===== src/rtl/bitserial_pkg.sv =====
// bitserial_pkg: shared FSM state type, default width and counter sizing
// for the bit-serial deserializer.
package bitserial_pkg;
    typedef enum logic {IDLE, SHIFT} state_t;
    localparam int BITSERIAL_W = 8;
    function automatic int cnt_width(input int w);
        return $clog2(w);
    endfunction
endpackage


===== src/rtl/bitserial_deser_if.sv =====
// bitserial_deser_if: serial input side plus parallel valid/ready output side.
// BITSERIAL_DESER_CARRY_EN adds s_carry and widens m_data by one bit.
interface bitserial_deser_if import bitserial_pkg::*; #(parameter int W = BITSERIAL_W);
`ifdef BITSERIAL_DESER_CARRY_EN
    localparam int DW = W + 1;
    logic s_carry;
`else
    localparam int DW = W;
`endif
    logic s_bit;
    logic s_valid;
    logic s_first;
    logic [DW-1:0] m_data;
    logic m_valid;
    logic m_ready;
    logic overrun;
    logic frame_err;
    logic busy;
    modport master (
`ifdef BITSERIAL_DESER_CARRY_EN
        output s_carry,
`endif
        output s_bit, s_valid, s_first, m_ready,
        input  m_data, m_valid, overrun, frame_err, busy
    );
    modport slave (
`ifdef BITSERIAL_DESER_CARRY_EN
        input  s_carry,
`endif
        input  s_bit, s_valid, s_first, m_ready,
        output m_data, m_valid, overrun, frame_err, busy
    );
endinterface


===== src/rtl/bitserial_deser_outbuf.sv =====
// bitserial_deser_outbuf: one-word holding register with valid/ready handshake;
// a word completing while the held word is stalled is dropped and flagged.
module bitserial_deser_outbuf #(parameter int DW = 8) (
    input  logic          clk,
    input  logic          reset,
    input  logic          i_load,
    input  logic [DW-1:0] i_word,
    input  logic          i_ready,
    output logic [DW-1:0] o_data,
    output logic          o_valid,
    output logic          o_overrun
);
    logic [DW-1:0] r_data;
    logic          r_valid;
    logic          r_overrun;
    logic          w_free;

    // the slot is free if empty or being drained on this same edge
    assign w_free = !r_valid || i_ready;

    always_ff @(posedge clk) begin
        if (reset) begin
            r_data    <= '0;
            r_valid   <= 1'b0;
            r_overrun <= 1'b0;
        end else begin
            r_overrun <= i_load && !w_free;
            if (i_load && w_free) begin
                r_data  <= i_word;
                r_valid <= 1'b1;
            end else if (i_ready) begin
                r_valid <= 1'b0;
            end
        end
    end

    assign o_data    = r_data;
    assign o_valid   = r_valid;
    assign o_overrun = r_overrun;
endmodule


===== src/rtl/bitserial_deser.sv =====
// bitserial_deser: LSB-first serial-to-parallel converter with s_first resync.
// Optional carry bit on m_data[W] when BITSERIAL_DESER_CARRY_EN is defined.
module bitserial_deser import bitserial_pkg::*; #(parameter int W = BITSERIAL_W) (
    input logic clk,
    input logic reset,
    bitserial_deser_if.slave bus
);
    localparam int CW = cnt_width(W);
`ifdef BITSERIAL_DESER_CARRY_EN
    localparam int DW = W + 1;
`else
    localparam int DW = W;
`endif

    state_t        r_state;
    logic [CW-1:0] r_cnt;
    logic [W-2:0]  r_shift;
    logic          r_frame_err;
    logic          w_last;
    logic          w_done;
    logic [DW-1:0] w_word;

    assign w_last = r_cnt == CW'(W - 1);
    assign w_done = r_state == SHIFT && bus.s_valid && !bus.s_first && w_last;
    // the final bit bypasses the shift register straight into the output stage
`ifdef BITSERIAL_DESER_CARRY_EN
    assign w_word = {bus.s_carry, bus.s_bit, r_shift};
`else
    assign w_word = {bus.s_bit, r_shift};
`endif

    always_ff @(posedge clk) begin
        if (reset) begin
            r_state     <= IDLE;
            r_cnt       <= '0;
            r_shift     <= '0;
            r_frame_err <= 1'b0;
        end else begin
            r_frame_err <= 1'b0;
            if (bus.s_valid && bus.s_first) begin
                r_frame_err <= r_state == SHIFT;
                r_state     <= SHIFT;
                r_cnt       <= CW'(1);
                r_shift     <= (W-1)'(bus.s_bit);
            end else if (bus.s_valid && r_state == SHIFT) begin
                if (w_last) begin
                    r_state <= IDLE;
                    r_cnt   <= '0;
                end else begin
                    r_shift[r_cnt] <= bus.s_bit;
                    r_cnt          <= r_cnt + CW'(1);
                end
            end
        end
    end

    bitserial_deser_outbuf #(.DW(DW)) u_outbuf (
        .clk       (clk),
        .reset     (reset),
        .i_load    (w_done),
        .i_word    (w_word),
        .i_ready   (bus.m_ready),
        .o_data    (bus.m_data),
        .o_valid   (bus.m_valid),
        .o_overrun (bus.overrun)
    );

    assign bus.frame_err = r_frame_err;
    assign bus.busy      = r_state == SHIFT;
endmodule

===== src/flat_wrapper.sv =====
// flat-port wrapper written by rule: the top's interface ports become plain ports
module bitserial_deser_flat import bitserial_pkg::*;
#(parameter int W = BITSERIAL_W)
  (clk, reset, bus_s_bit, bus_s_valid, bus_s_first, bus_m_ready, bus_m_data, bus_m_valid, bus_overrun, bus_frame_err, bus_busy);
  bitserial_deser_if #(.W(W)) bus_i ();
  input logic clk;
  input logic reset;
  input wire logic [$bits(bus_i.s_bit)-1:0] bus_s_bit;
  input wire logic [$bits(bus_i.s_valid)-1:0] bus_s_valid;
  input wire logic [$bits(bus_i.s_first)-1:0] bus_s_first;
  input wire logic [$bits(bus_i.m_ready)-1:0] bus_m_ready;
  output wire logic [$bits(bus_i.m_data)-1:0] bus_m_data;
  output wire logic [$bits(bus_i.m_valid)-1:0] bus_m_valid;
  output wire logic [$bits(bus_i.overrun)-1:0] bus_overrun;
  output wire logic [$bits(bus_i.frame_err)-1:0] bus_frame_err;
  output wire logic [$bits(bus_i.busy)-1:0] bus_busy;
  assign bus_i.s_bit = bus_s_bit;
  assign bus_i.s_valid = bus_s_valid;
  assign bus_i.s_first = bus_s_first;
  assign bus_i.m_ready = bus_m_ready;
  assign bus_m_data = bus_i.m_data;
  assign bus_m_valid = bus_i.m_valid;
  assign bus_overrun = bus_i.overrun;
  assign bus_frame_err = bus_i.frame_err;
  assign bus_busy = bus_i.busy;
  bitserial_deser #(.W(W)) u_core (.clk(clk), .reset(reset), .bus(bus_i));
endmodule

===== config.mk =====
export PLATFORM = sky130hd
export DESIGN_NAME = bitserial_deser_flat
export DESIGN_NICKNAME = d
export VERILOG_FILES = /design/src/rtl/bitserial_pkg.sv /design/src/rtl/bitserial_deser_if.sv /design/src/rtl/bitserial_deser_outbuf.sv /design/src/rtl/bitserial_deser.sv /design/src/flat_wrapper.sv
export SDC_FILE = /design/constraint.sdc
export NUM_CORES = 1
export LEC_CHECK = 0
export ABC_AREA = 1
export BUFFER_PORTS_ARGS = -buffer_cell sky130_fd_sc_hd__buf_4
export CAP_MARGIN = 30
export CORE_MARGIN = 3
export CORE_UTILIZATION = 56
export CTS_CLUSTER_SIZE = 10
export DETAILED_ROUTE_END_ITERATION = 12
export PLACE_DENSITY = 0.92
export SKIP_CTS_REPAIR_TIMING = 1
export SYNTH_ARGS = -nofsm -noshare
export SYNTH_HDL_FRONTEND = slang
export SYNTH_SLANG_ARGS = --single-unit

===== constraint.sdc =====
create_clock -name clk -period 2.6 [get_ports clk]
set_input_delay 0.52 -clock clk [delete_from_list [all_inputs] [get_ports clk]]
set_output_delay 0.52 -clock clk [all_outputs]
set_load 0.05 [all_outputs]

==> out/qor.csv <==
metric;value;unit
status;complete, no violations;
WHS;0.403;ns
DRC violations left;0;
Leakage;0.000507;uW
vias in the first global route;806;
Critical Path Sink Type;flip-flop;
Synth Area in Adders;0.0369;
largest family of logic cells by synthesized area;simple AND/OR/NAND/NOR gates;
Fin Clk Skew;0.000931;ns
Initial Util;0.631;
Slew @ Worst Pin;0.368;ns
largest net degree at the start of global routing;14;
max-slew violations;0;
period utilisation layout;0.630;
Fmax;610;MHz
CTS Buf Count;3;
CP required;2.85;ns
WL per Instance;10.6;um
filler cell count;134;
min-delay worst type;in -> reg;
Placer Congestion;0.827;
Post-DRT Antenna Nets;0;
drt total wl;1.89;mm
crit start category;flip-flop;
Mapped Area;1020;sq um
Ys Warns;0;
Tot GR Track Use;0.179;
Max-Cap Viols;0;
Layout area overhead;17.1;%
later-pin clock latency in the skew report;0.30;ns
CP max stage delay;0.54;ns
compound-gate portion of the synthesized area;0.0873;
clock root cell;clkbuf_4;
fin cells;178;
Post-Synth XOR/XNOR Area;0;
Tmin final;1.64;ns
CP cell instances;ha_1, ha_1, nand3_4, nor3_4, nor2_1, nor2_1;
crit-path max FO;10;
# H-tree levels;1;
share of cells above drive strength 1;0.214;
RSZ-0062 raised after global routing;false;
hpwl dp;1.40;mm
initial antenna violation count;0;
syn_nets;145;
Final Hold Viols;0;
total power;594;uW
Placeable Area;1610;sq um
Slowest-stage cell, CP;dfxtp_1;
Die Ht;48.6;um
register area share after synthesis;0.433;
Die X;48.6;um
die area;2360;sq um
final setup fails;0;
critical path type;reg -> reg;
GRT overflow;0;
number of distinct library cells after synthesis;23;
Clk pin slew, worst setup/hold paths;0.12;ns
Longest Clk Path Bufs;2;
Core Rows;14;
mux contribution to synthesized area;0;
number of nets in the layout;164;
power density over cell area;499;nW/um^2
most common cell after layout, fill and taps aside;nor2_1;
Antenna diodes;0;
Iteration-0 DRC Markers;9;
Ports;18;
post-synthesis simple-gate area fraction;0.360;
DP Cell Count;174;
Synth Register Bits;22;
# port buffers;17;
arrival time at the worst endpoint;1.89;ns
Slew headroom;0.755;
syn avg cell area;7.48;sq um
via count;888;
# clock sinks;22;
Vias per Instance;4.99;
Syn Inst Count;136;
VDD IR max;0.365;mV
first-pass GRT wire length;3.39;mm
commonest cells after routing, fill and taps aside;29 x nor2_1, 24 x nand2_1, 22 x dfxtp_1;
DRT Pass-1 Iters;4;
CTS tree;built;
setup TNS;0;ns
==> worst max-delay path, delay by kind of cell (launching register included) <==
kind | cells | cell delay [ns]
adders and majority gates | 2 | 0.46
DFF | 1 | 0.54
and+or+nand+nor | 4 | 0.58
==> logic make-up (layout without fill, tap and decap cells) <==
group | after synthesis | count (layout)
AO/OA/AOI/OAI | 14 | 14
AND/OR/NAND/NOR | 77 | 77
adder cells (fa/ha/maj) | 3 | 3
flip-flops | 22 | 22
buffers and inverters | 20 | 38
==> power breakdown <==
group	internal (uW)	total (uW)	leakage (uW)	switching, uW
logic	19.5	58.5	0.000308	39.0
registers	342	350	0.000178	7.32
clock network	85.5	186	0.0000210	101
total	447	594	0.000507	147
==> routing by layer <==
| layer | track usage | wire length, um | up-vias |
|---|---|---|---|
| met5 | 0 | 0 | - |
| met4 | 0.0853 | 37 | 0 |
| met3 | 0.0337 | 67 | 5 |
| met2 | 0.314 | 914 | 16 |
| met1 | 0.206 | 871 | 389 |
| li1 | - | - | 478 |
==> state kept, by name, indices dropped and copies added, names as in the netlist <==
register and cells:
u_core.bus.busy 1, u_core.u_outbuf.o_overrun 1, u_core.r_shift 7, u_core.r_cnt 3
u_core.u_outbuf.o_data 8, u_core.u_outbuf.o_valid 1, u_core.bus.frame_err 1
==> metrics by stage <==
stage / setup slack [ns] / util / instance area (sq um)
floorplan: 1.18 / - / 1020
global placement: 1.08 / 0.717 / 1150
detailed placement: 0.979 / 0.717 / 1150
CTS: 0.945 / 0.739 / 1190
global route: 0.741 / 0.739 / 1190
finish: 0.961 / 0.739 / 1190
==> Yosys cell counts, drive strengths merged <==
| library cell | count | area [sq um] |
|---|---|---|
| nor2 | 32 | 138 |
| nand2 | 26 | 103 |
| dfxtp | 22 | 440 |
| inv | 17 | 63.8 |
| nand3 | 10 | 62.6 |
| a31oi | 6 | 37.5 |
| nand4 | 6 | 37.5 |
| a21oi | 4 | 23.8 |
| ha | 3 | 37.5 |
| nor3 | 3 | 26.3 |
| buf | 2 | 16.3 |
| o21ai | 2 | 10.0 |
| a21boi | 1 | 11.3 |
| clkbuf | 1 | 3.75 |
| o22ai | 1 | 6.26 |
==> cell type report <==
class | count | area [sq um] | area share
Multi-Input combinational cell | 94 | 493 | 0.414
Sequential cell | 22 | 440 | 0.370
Timing Repair Buffer | 17 | 128 | 0.107
Inverter | 17 | 63.8 | 0.0536
Clock buffer | 4 | 36.3 | 0.0305
Tap cell | 24 | 30.0 | 0.0252
==> final timing paths <==
check / from / endpoint / slack (ns) / cells after the start
setup reg to reg: u_core.r_cnt[0]$_SDFFE_PP0P_ / u_core.u_outbuf.o_data[4]$_SDFFE_PP0P_ / 0.96 / 6
hold / removal: reset / u_core.r_cnt[0]$_SDFFE_PP0P_ / 0.40 / 2
hold reg to reg: u_core.r_shift[3]$_SDFFE_PP0P_ / u_core.r_shift[3]$_SDFFE_PP0P_ / 0.49 / 2
setup / recovery: u_core.r_cnt[0]$_SDFFE_PP0P_ / u_core.u_outbuf.o_data[4]$_SDFFE_PP0P_ / 0.96 / 6
Power figures use the tool's default switching activity.
